**src/rtl/opcode_issue_queue.sv**
```systemverilog
// ---------------------------------------------------------------------------
// opcode_issue_queue
//   Small first-word-fall-through FIFO of (opcode, id) commands sitting in
//   front of a downstream decoder. It also keeps a saturating count of the
//   "invalid" (opcode = 1) entries that have been issued downstream.
//
// Ports
//   clock        sole clock, rising edge
//   reset_n      asynchronous active-low reset
//   in_valid     upstream command present
//   in_ready     queue has room (count < DEPTH); independent of out_ready
//   in_opcode    command opcode (0 = id dispatch, 1 = invalid)
//   in_id        command id
//   flush        synchronous discard of every queued entry
//   out_valid    head entry present (count > 0)
//   out_ready    downstream accepts the head entry
//   out_opcode   head opcode, forced to 0 when out_valid = 0
//   out_id       head id, forced to 0 when out_valid = 0
//   count        entries held, 0..DEPTH
//   invalid_cnt  saturating count of issued opcode-1 entries (survives flush)
//
// DEPTH must be a power of two between 2 and 16 so that the pointers wrap
// naturally at their $clog2(DEPTH)-bit width.
// ---------------------------------------------------------------------------
module opcode_issue_queue #(
  parameter int DEPTH = 4
) (
  input  logic                     clock,
  input  logic                     reset_n,
  input  logic                     in_valid,
  output logic                     in_ready,
  input  logic                     in_opcode,
  input  logic                     in_id,
  input  logic                     flush,
  output logic                     out_valid,
  input  logic                     out_ready,
  output logic                     out_opcode,
  output logic                     out_id,
  output logic [$clog2(DEPTH):0]   count,
  output logic [7:0]               invalid_cnt
);

  localparam int AW = $clog2(DEPTH);
  localparam int CW = AW + 1;

  // Entry layout: {opcode, id}. Storage is data only and is never reset;
  // stale contents are hidden by the out_valid masking below.
  logic [1:0]    mem [DEPTH];
  logic [AW-1:0] rd_ptr;
  logic [AW-1:0] wr_ptr;
  logic          push;
  logic          pop;
  logic [1:0]    head;

  // Full/empty come only from the registered count, so there is no
  // combinational path from in_* to out_* or from out_ready to in_ready.
  assign in_ready   = (count < CW'(DEPTH));
  assign out_valid  = (count != '0);
  assign push       = in_valid & in_ready;
  assign pop        = out_valid & out_ready;

  assign head       = mem[rd_ptr];
  assign out_opcode = out_valid & head[1];
  assign out_id     = out_valid & head[0];

  always_ff @(posedge clock) begin
    if (push && !flush) begin
      mem[wr_ptr] <= {in_opcode, in_id};
    end
  end

  always_ff @(posedge clock or negedge reset_n) begin
    if (!reset_n) begin
      rd_ptr      <= '0;
      wr_ptr      <= '0;
      count       <= '0;
      invalid_cnt <= '0;
    end else begin
      // A pop that coincides with flush is not an issue, so it is not counted.
      if (pop && !flush && head[1] && (invalid_cnt != 8'hFF)) begin
        invalid_cnt <= invalid_cnt + 8'd1;
      end

      if (flush) begin
        rd_ptr <= '0;
        wr_ptr <= '0;
        count  <= '0;
      end else begin
        if (push) begin
          wr_ptr <= wr_ptr + AW'(1);
        end
        if (pop) begin
          rd_ptr <= rd_ptr + AW'(1);
        end
        if (push && !pop) begin
          count <= count + CW'(1);
        end else if (pop && !push) begin
          count <= count - CW'(1);
        end
      end
    end
  end

endmodule

```
**config.mk**
```make
export PLATFORM = sky130hd
export DESIGN_NAME = opcode_issue_queue
export DESIGN_NICKNAME = d
export VERILOG_FILES = /design/src/rtl/opcode_issue_queue.sv
export SDC_FILE = /design/constraint.sdc
export NUM_CORES = 1
export LEC_CHECK = 0
export CAP_MARGIN = 5
export CORE_MARGIN = 8
export CORE_UTILIZATION = 54
export DETAILED_ROUTE_END_ITERATION = 7
export GPL_TIMING_DRIVEN = 0
export PLACE_DENSITY = 0.82
export SETUP_SLACK_MARGIN = 0.5
export SLEW_MARGIN = 20
export SYNTH_ARGS = -nofsm -noshare
export SYNTH_HDL_FRONTEND = slang
export SYNTH_SLANG_ARGS = --single-unit
```
**constraint.sdc**
```tcl
create_clock -name clock -period 3.1 [get_ports clock]
set_input_delay 0.31 -clock clock [delete_from_list [all_inputs] [get_ports clock]]
set_output_delay 0.31 -clock clock [all_outputs]
set_load 0.005 [all_outputs]
```
==> results of run 1 <==
where the power goes:
| group | total, mW | internal, mW | switching (mW) |
|---|---|---|---|
| sequential | 0.466 | 0.381 | 0.0852 |
| combinational | 0.495 | 0.285 | 0.210 |
| clock | 0.141 | 0.0483 | 0.0924 |
| total | 1.10 | 0.714 | 0.387 |
cell type report:
type	count	area, um^2	area share [%]
inverter	6	22.5	1.55
timing repair buffer	20	200	13.8
clock inverter	1	5.00	0.344
clock buffer	3	22.5	1.55
sequential	23	616	42.3
buffer	3	27.5	1.89
tap	28	35.0	2.41
multi-input combinational	64	527	36.2
path summary, 6_finish.rpt:
kind	slack (ns)	depth (start not counted)	end
max	0.75	3	out_opcode
min	0.17	2	wr_ptr[1]$_DFFE_PN0P_
max reg2reg	1.30	5	count[1]$_DFFE_PN0P_
min reg2reg	0.49	1	invalid_cnt[7]$_DFFE_PN0P_
max in group asynchronous	2.27	1	count[2]$_DFFE_PN0P_
min in group asynchronous	0.40	1	invalid_cnt[3]$_DFFE_PN0P_
state kept, by name, summed over array words and instances (netlist names):
name and cells:
invalid_cnt 8, count 3, mem 8, wr_ptr 2, rd_ptr 2
logic make-up after synthesis:
group,count (synthesis)
buf+inv,9
simple gates,39
flops,23
fa+ha+maj,6
mux,3
compound gates,5
xor+xnor,11
per-layer routing:
layer  GRT usage, %  up-vias  wire length (um)
met3           3.76        7               128
met5              0        -                 0
li1               -      378                 -
met2           18.7       24              1070
met4           7.69        0                65
met1           14.1      364               925
placed cells by master (no fill, tap or decap), types with 2 or more instances in the layout:
cell type / n
inv_1: 6
clkbuf_4: 3
buf_6: 2
ha_1: 5
a21oi_1: 2
xnor2_1: 3
nor2_1: 9
nand2_1: 5
edfxtp_1: 8
and2_1: 6
nand3_1: 4
and4_1: 2
xor2_1: 8
nor2b_1: 2
nor3_1: 4
dfrtp_1: 15
clkdlybuf4s50_1: 20
per-stage QoR:
| stage | total power, mW | setup slack [ns] | area (um^2) | util (%) |
|---|---|---|---|---|
| after global placement | 0.955 | 1.11 | 1430 | 66.5 |
| final | 1.10 | 0.754 | 1460 | 67.7 |
| after detailed placement | 0.974 | 1.10 | 1430 | 66.5 |
| after floorplan | 0.740 | 1.44 | 1190 | - |
| after CTS | 1.11 | 0.740 | 1460 | 67.7 |
| after global routing | 1.19 | 0.685 | 1460 | 67.7 |
critical path: stages (launching register included):
cell,delay (ns)
dfrtp_1,0.48
mux4_2,0.59
and2_2,0.21
clkdlybuf4s50_1,0.44
==> flow_metrics.tcl, run 1 <==
set metrics [dict create \
    ctsHoldBuffers 0 \
    die_area_um2 3970 \
    drt_iter0_drc 9 \
    clock_sinks 23 \
    postSynth.asyncResetShare_pct 65.2 \
    grt_pass1_wl_um 3770 \
    min_period_ns 2.35 \
    synthTopCellsByArea "dfrtp_1 (31%), edfxtp_1 (20%), xor2_1 (5.9%)" \
    diodes 0 \
    crit_type "register to primary output" \
    grt_start_max_net_pins 16 \
    arrival_ns 2.04 \
    rr_startpoint "count[1]$_DFFE_PN0P_" \
    peakVddDrop_mv 0.476 \
    synth.most_common_cell "dfrtp_1" \
    hold_viol_final 0 \
    worstSetupEndpointType "primary output" \
    cts_root_buf "clkbuf_4" \
    drt_wl_total_um 2190 \
    skew_ns 0.00160 \
    layout-drive-gt1-share_pct 10.8 \
    synthSimpleGateAreaFrac_pct 21.2 \
    cts_buffers 3 \
    synthCells 96 \
    seq_area_frac_synth_pct 51.6 \
    cts_resized 0 \
    synth_flop_cell "dfrtp_1" \
    synth_compound_area_share_pct 2.94 \
    avgViaCountPerCell 5.22 \
    drv_cap 0 \
    yosys-top-cells-count "dfrtp_1 (15), nor2_1 (9), edfxtp_1 (8), xor2_1 (8)" \
    clk_path_buf_depth 2 \
    dr.pass1.iters 4 \
    crit_required_ns 2.79 \
    fillerInstances 161 \
    drc 0 \
    synth-xor-area-share_pct 8.08 \
    ys_ff_latch 23 \
    grt.total_usage_pct 12.1 \
    via_count 773 \
    grt_pass1_vias 809 \
    leakagePower_nw 0.628 \
    cts_tree "yes" \
    gp_congestion 0.762 \
    worstSetupStartpointType "register" \
    worstHoldStart "flush" \
    syn_area_per_cell_um2 12.4 \
    tns_ns 0 \
    die_w_um 63.0 \
    rsz0062_at_grt "false" \
    synth_area_um2 1190 \
    hold_slack_ns 0.168 \
    max_freq_mhz 426 \
    clk_latency_ns 0.32 \
    finalSetupViolCount 0 \
    dpl.hpwl_um 1710 \
    pin_count 22 \
    wl_per_cell_um 14.8 \
    worstSetupStartpoint "rd_ptr[0]$_DFFE_PN0P_" \
    synthAdderAreaFrac_pct 6.93 \
    synth_cell_type_count 30 \
    placedCellCount 144 \
    synth-edff-count 8 \
    slew_headroom_pct 53.8 \
    io_buffers 20 \
    period_share_pct 75.7 \
    powerDensity_nw_per_um2 757 \
    postRouteAntennaNets 0 \
    worst_slew_pin_slew_ns 0.691 \
    globalRouteOverflowTotal 0 \
    cts_setup_buffers 0 \
    maxSlewViolCount 0 \
    h-tree-depth 1 \
    syn_to_final_growth_pct 22.0 \
    fin_cells 148 \
    final_nets 134 \
    path_max_fanout 4 \
    synth_top_area_share_pct 31.5 \
    synth_top_family_by_area "simple AND/OR/NAND/NOR gates" \
    initial_utilization_pct 55.5 \
    rows 17 \
    fp.coreArea_um2 2150 \
    synth.mux.area_fraction_pct 5.04 \
    fp.dieH_um 63.0 \
    min_path_type "input port to register" \
    status "finished, final reports clean" \
    clk_pin_slew_worst_paths_ns 0.13 \
    synth_top_cell_by_area "dfrtp_1" \
    synth_nets 109 \
    ys_warn_count 0 \
    grt_antenna_before_repair 0 \
]
No activity file was read; power rests on OpenSTA's default activity.
==> inputs of run 2 (changes only) <==
--- a/config.mk
+++ b/config.mk
@@ -7,10 +7,10 @@
 export LEC_CHECK = 0
 export CAP_MARGIN = 5
 export CORE_MARGIN = 8
-export CORE_UTILIZATION = 54
+export CORE_UTILIZATION = 46
 export DETAILED_ROUTE_END_ITERATION = 7
 export GPL_TIMING_DRIVEN = 0
-export PLACE_DENSITY = 0.82
+export PLACE_DENSITY = 0.74
 export SETUP_SLACK_MARGIN = 0.5
 export SLEW_MARGIN = 20
 export SYNTH_ARGS = -nofsm -noshare
==> constraint.sdc (replaced) <==
create_clock -name clock -period 2.1 [get_ports clock]
set_input_delay 0.21 -clock clock [delete_from_list [all_inputs] [get_ports clock]]
set_output_delay 0.21 -clock clock [all_outputs]
set_load 0.005 [all_outputs]
==> flow_metrics.tcl, run 2 (synthesis gave the netlist of run 1 again) <==
set metrics [dict create \
    syn_to_final_growth_pct 44.5 \
    drt_wl_total_um 2520 \
    skew_ns 0.00390 \
    clk_pin_slew_worst_paths_ns 0.13 \
    via_count 893 \
    die_w_um 66.9 \
    postRouteAntennaNets 0 \
    initial_utilization_pct 48.1 \
    cts_root_buf "clkbuf_4" \
    layout_common_cells "buf_4 (21), clkdlybuf4s50_1 (14), dfrtp_1 (12), xor2_1 (8), edfxtp_1 (8)" \
    avgViaCountPerCell 5.16 \
    finalSetupViolCount 0 \
    slowest_delay_ns 0.49 \
    wl_per_cell_um 14.5 \
    drc 0 \
    cp_num_buf_inv 2 \
    leakagePower_nw 0.796 \
    globalRouteOverflowTotal 0 \
    finalCoreUtilization_pct 69.5 \
    tns_ns 0 \
    fp.coreArea_um2 2480 \
    crit_type "register to primary output" \
    h-tree-depth 1 \
    grt_use_met3_pct 4.03 \
    path_max_fanout 2 \
    status "finished, final reports clean" \
    grt_start_max_net_pins 16 \
    min_period_ns 1.79 \
    p_sw_mw 0.678 \
    worstHoldStart "flush" \
    diodes 0 \
    dr.pass1.iters 4 \
    crit_family "multiplexers" \
    max_freq_mhz 559 \
    layout_commonest_cell "buf_4" \
    cp_slowest_cell "mux4_2" \
    powerDensity_nw_per_um2 1150 \
    pin_count 22 \
    clk_path_buf_depth 2 \
    top_usage_layer "met2" \
    clock_sinks 23 \
    maxSlewViolCount 0 \
    fin_ws_ns 0.310 \
    pwr-share-clk_pct 10.5 \
    grt_pass1_wl_um 3920 \
    largest_registers "invalid_cnt x8, mem x8, count x3" \
    worst_slew_pin_slew_ns 0.724 \
    use_met2_pct 20.7 \
    p_seq_share_pct 34.2 \
    combinationalPowerShare_pct 55.3 \
    worstSetupEndpointType "primary output" \
    rsz0062_at_grt "true" \
    slew_headroom_pct 51.6 \
    worstSetupStartpointType "register" \
    rows 18 \
    intPower_mw 1.30 \
    peakVddDrop_mv 0.916 \
    worstSetupStartpoint "rd_ptr[0]$_DFFE_PN0P_" \
    final_nets 157 \
    grt.total_usage_pct 11.5 \
    crit_required_ns 1.89 \
    layout-drive-gt1-share_pct 39.9 \
    io_buffers 20 \
    hold_viol_final 0 \
    grt_use_met1_pct 11.4 \
    cts_buffers 3 \
    period_share_pct 85.2 \
    grt_antenna_before_repair 0 \
    crit_top_cell "buf_6" \
    dpl.hpwl_um 1640 \
    drv_cap 0 \
    clk_latency_ns 0.31 \
    rr_startpoint "rd_ptr[0]$_DFFE_PN0P_" \
    arrival_ns 1.58 \
    fp.dieH_um 66.9 \
    min_path_type "input port to register" \
    drt_iter0_drc 40 \
    cts_tree "yes" \
    preCtsSetupSlack_ns 0.235 \
    switching_share_pct 34.3 \
    crit_chain "buf_6 -> mux4_2 -> and2_4 -> buf_6" \
    gp_congestion 0.763 \
    die_area_um2 4480 \
    grt_pass1_vias 905 \
]
[run 2: repair_timing]
action	in CTS	in global routing
setup buffers	12	11
hold buffers	0	0
pin swaps	6	3
resized for setup	19	16
setup endpoints to repair	8	18
[run 2: worst paths after layout]
path	to	slack [ns]	depth (start not counted)
hold reg to reg	invalid_cnt[7]$_DFFE_PN0P_	0.49	1
setup / recovery	out_opcode	0.31	4
hold / removal	count[1]$_DFFE_PN0P_	0.07	2
setup reg to reg	invalid_cnt[6]$_DFFE_PN0P_	0.36	7
max in group asynchronous	count[2]$_DFFE_PN0P_	1.29	1
min in group asynchronous	invalid_cnt[6]$_DFFE_PN0P_	0.31	1
[run 2: metal layers]
layer | vias to the layer above | share of wire [%]
li1 | 422 | -
met1 | 442 | 39
met2 | 21 | 52
met3 | 8 | 6.4
met4 | 0 | 3.2
met5 | - | 0
[run 2: stage by stage]
step	hold WS (ns)	instance area [um^2]	cells	total power, mW
3_3_place_gp	0.410	1450	146	1.45
2_1_floorplan	-0.0856	1210	96	1.13
5_1_grt	0.0608	1720	173	2.11
4_1_cts	0.0723	1580	162	1.86
3_5_place_dp	0.412	1450	146	1.47
6_report	0.0697	1720	173	1.98
[run 2: cell type report]
type	count	area (um^2)
fillers	180	754
flip-flops and latches	23	619
multi-input cells	64	602
repair buffers	43	387
well taps	30	37.5
plain buffers	3	27.5
clock buffers	3	22.5
inverters	6	22.5
clock inverters	1	5.00
[run 2: power groups by stage]
stage	Sequential, mW	Clock (mW)	Combinational (mW)
global route	0.687	0.228	1.19
CTS	0.673	0.206	0.985
global placement	0.690	0	0.759
detailed placement	0.696	0	0.775
finish	0.675	0.207	1.09
floorplan	0.677	0	0.450
==> inputs of run 3 (changes only) <==
--- a/config.mk
+++ b/config.mk
@@ -9,7 +9,6 @@
 export CORE_MARGIN = 8
 export CORE_UTILIZATION = 46
 export DETAILED_ROUTE_END_ITERATION = 7
-export GPL_TIMING_DRIVEN = 0
 export PLACE_DENSITY = 0.74
 export SETUP_SLACK_MARGIN = 0.5
 export SLEW_MARGIN = 20
==> flow_metrics.tcl, run 3 (synthesis gave the netlist of run 1 again) <==
set metrics [dict create \
    fin_cells 163 \
    diodes 0 \
    grt_pass1_vias 846 \
    die_area_um2 4480 \
    grt_start_max_net_pins 16 \
    crit_type "register to primary output" \
    crit_end "out_opcode" \
    layout-drive-gt1-share_pct 33.8 \
    dpl.hpwl_um 1780 \
    crit_required_ns 1.89 \
    cts_tree "yes" \
    cts_buffers 3 \
    skew_ns 0.0126 \
    use_met2_pct 21.3 \
    top_usage_layer "met2" \
    ctsHoldBuffers 0 \
    leakagePower_nw 0.712 \
    largest_registers "invalid_cnt x8, mem x8, count x3" \
    status "finished, final reports clean" \
    reg2reg_setup_slack_ns 0.36 \
    via_count 858 \
    layout_commonest_cell "clkdlybuf4s50_1" \
    max_freq_mhz 563 \
    die_w_um 66.9 \
    avgViaCountPerCell 5.26 \
    reg2reg_to "invalid_cnt[6]$_DFFE_PN0P_" \
    tns_ns 0 \
    worstSetupEndpointType "primary output" \
    slowest_delay_ns 0.50 \
    rsz0062_at_grt "true" \
    drv_cap 0 \
    grt_antenna_before_repair 0 \
    syn_to_final_growth_pct 39.5 \
    grt_use_met1_pct 11.5 \
    path_max_fanout 2 \
    hold_viol_final 0 \
    cp_slowest_cell "mux4_2" \
    drt_wl_total_um 2510 \
    grt.total_usage_pct 11.3 \
    crit_chain "buf_6 -> mux4_2 -> and2_4 -> buf_6" \
    finalSetupViolCount 0 \
    drt_iter0_drc 59 \
    hold_slack_ns 0.289 \
    fillerInstances 193 \
    clk_pin_slew_worst_paths_ns 0.13 \
    postRouteAntennaNets 0 \
    powerDensity_nw_per_um2 1160 \
    grt_use_met3_pct 4.53 \
    peakVddDrop_mv 0.800 \
    min_period_ns 1.78 \
    pin_count 22 \
    cts_root_buf "clkbuf_4" \
    worst_slew_pin_slew_ns 0.677 \
    clk_path_buf_depth 2 \
    clk_latency_ns 0.31 \
    drc 0 \
    io_buffers 21 \
    period_share_pct 84.6 \
    globalRouteOverflowTotal 0 \
    h-tree-depth 1 \
    initial_utilization_pct 48.1 \
    rr_startpoint "rd_ptr[0]$_DFFE_PN0P_" \
    crit_top_cell "buf_6" \
    clock_sinks 23 \
    fp.dieH_um 66.9 \
    slew_headroom_pct 54.8 \
    rr_worst_depth 7 \
    grt_pass1_wl_um 3860 \
    gp_congestion 0.852 \
    worstSetupStartpoint "rd_ptr[0]$_DFFE_PN0P_" \
    fp.coreArea_um2 2480 \
    maxSlewViolCount 0 \
    layout_common_cells "clkdlybuf4s50_1 (17), dfrtp_1 (12), buf_4 (11), xor2_1 (8), edfxtp_1 (8)" \
    wl_per_cell_um 15.4 \
    dr.pass1.iters 4 \
    arrival_ns 1.57 \
    min_path_type "input port to asynchronous set/reset pin" \
    final_nets 147 \
    rows 18 \
    p_total_mw 1.93 \
    placedCellCount 146 \
    worstSetupStartpointType "register" \
]
[run 3: final cells by class]
type | instances | area [um^2] | area share [%]
repair buffers | 36 | 353 | 21.2
flip-flops and latches | 23 | 619 | 37.2
clock buffers | 4 | 26.3 | 1.58
inverters | 6 | 22.5 | 1.35
multi-input cells | 64 | 604 | 36.3
well taps | 30 | 37.5 | 2.26
[run 3: timing repair]
action | 4_1_cts | 5_1_grt
pin swaps | 7 | 3
buffers inserted | 7 | 6
resized for setup | 26 | 7
endpoints found under the setup margin | 13 | 14
[run 3: metal layers]
| layer | vias to the layer above | part of all wire [%] | wire [um] |
|---|---|---|---|
| li1 | 406 | - | - |
| met1 | 423 | 35 | 888 |
| met2 | 27 | 56 | 1410 |
| met3 | 2 | 7.8 | 195 |
| met4 | 0 | 0.56 | 14 |
| met5 | - | 0 | 0 |
[run 3: how the worst min path moves through the flow]
stage,endpoint,cells past startpoint,slack (ns),startpoint
3_3_place_gp,invalid_cnt[5]$_DFFE_PN0P_,1,0.48,invalid_cnt[5]$_DFFE_PN0P_
3_5_place_dp,invalid_cnt[5]$_DFFE_PN0P_,1,0.49,invalid_cnt[5]$_DFFE_PN0P_
2_1_floorplan,count[0]$_DFFE_PN0P_,0,-0.09,reset_n
6_report,invalid_cnt[5]$_DFFE_PN0P_,1,0.29,reset_n
5_1_grt,invalid_cnt[5]$_DFFE_PN0P_,1,0.34,reset_n
4_1_cts,invalid_cnt[5]$_DFFE_PN0P_,1,0.33,reset_n
[run 3: report_power, final]
part | switching (mW) | internal [mW]
registers | 0.110 | 0.568
logic | 0.437 | 0.610
clock network | 0.128 | 0.0742
total | 0.675 | 1.25
[run 3: stage by stage]
stage / util [%] / area (um^2) / setup slack, ns
floorplan: - / 1210 / 0.459
global placement: 58.8 / 1460 / 0.213
detailed placement: 58.8 / 1460 / 0.198
CTS: 63.6 / 1580 / 0.333
global route: 67.1 / 1660 / 0.255
finish: 67.1 / 1660 / 0.323
[run 3: critical path: cells and delay by family, from the launching register on]
family / cells / cell delay, ns
multiplexers: 1 / 0.50
flip-flops: 1 / 0.39
buffers and inverters: 2 / 0.21
AND/OR/NAND/NOR: 1 / 0.16
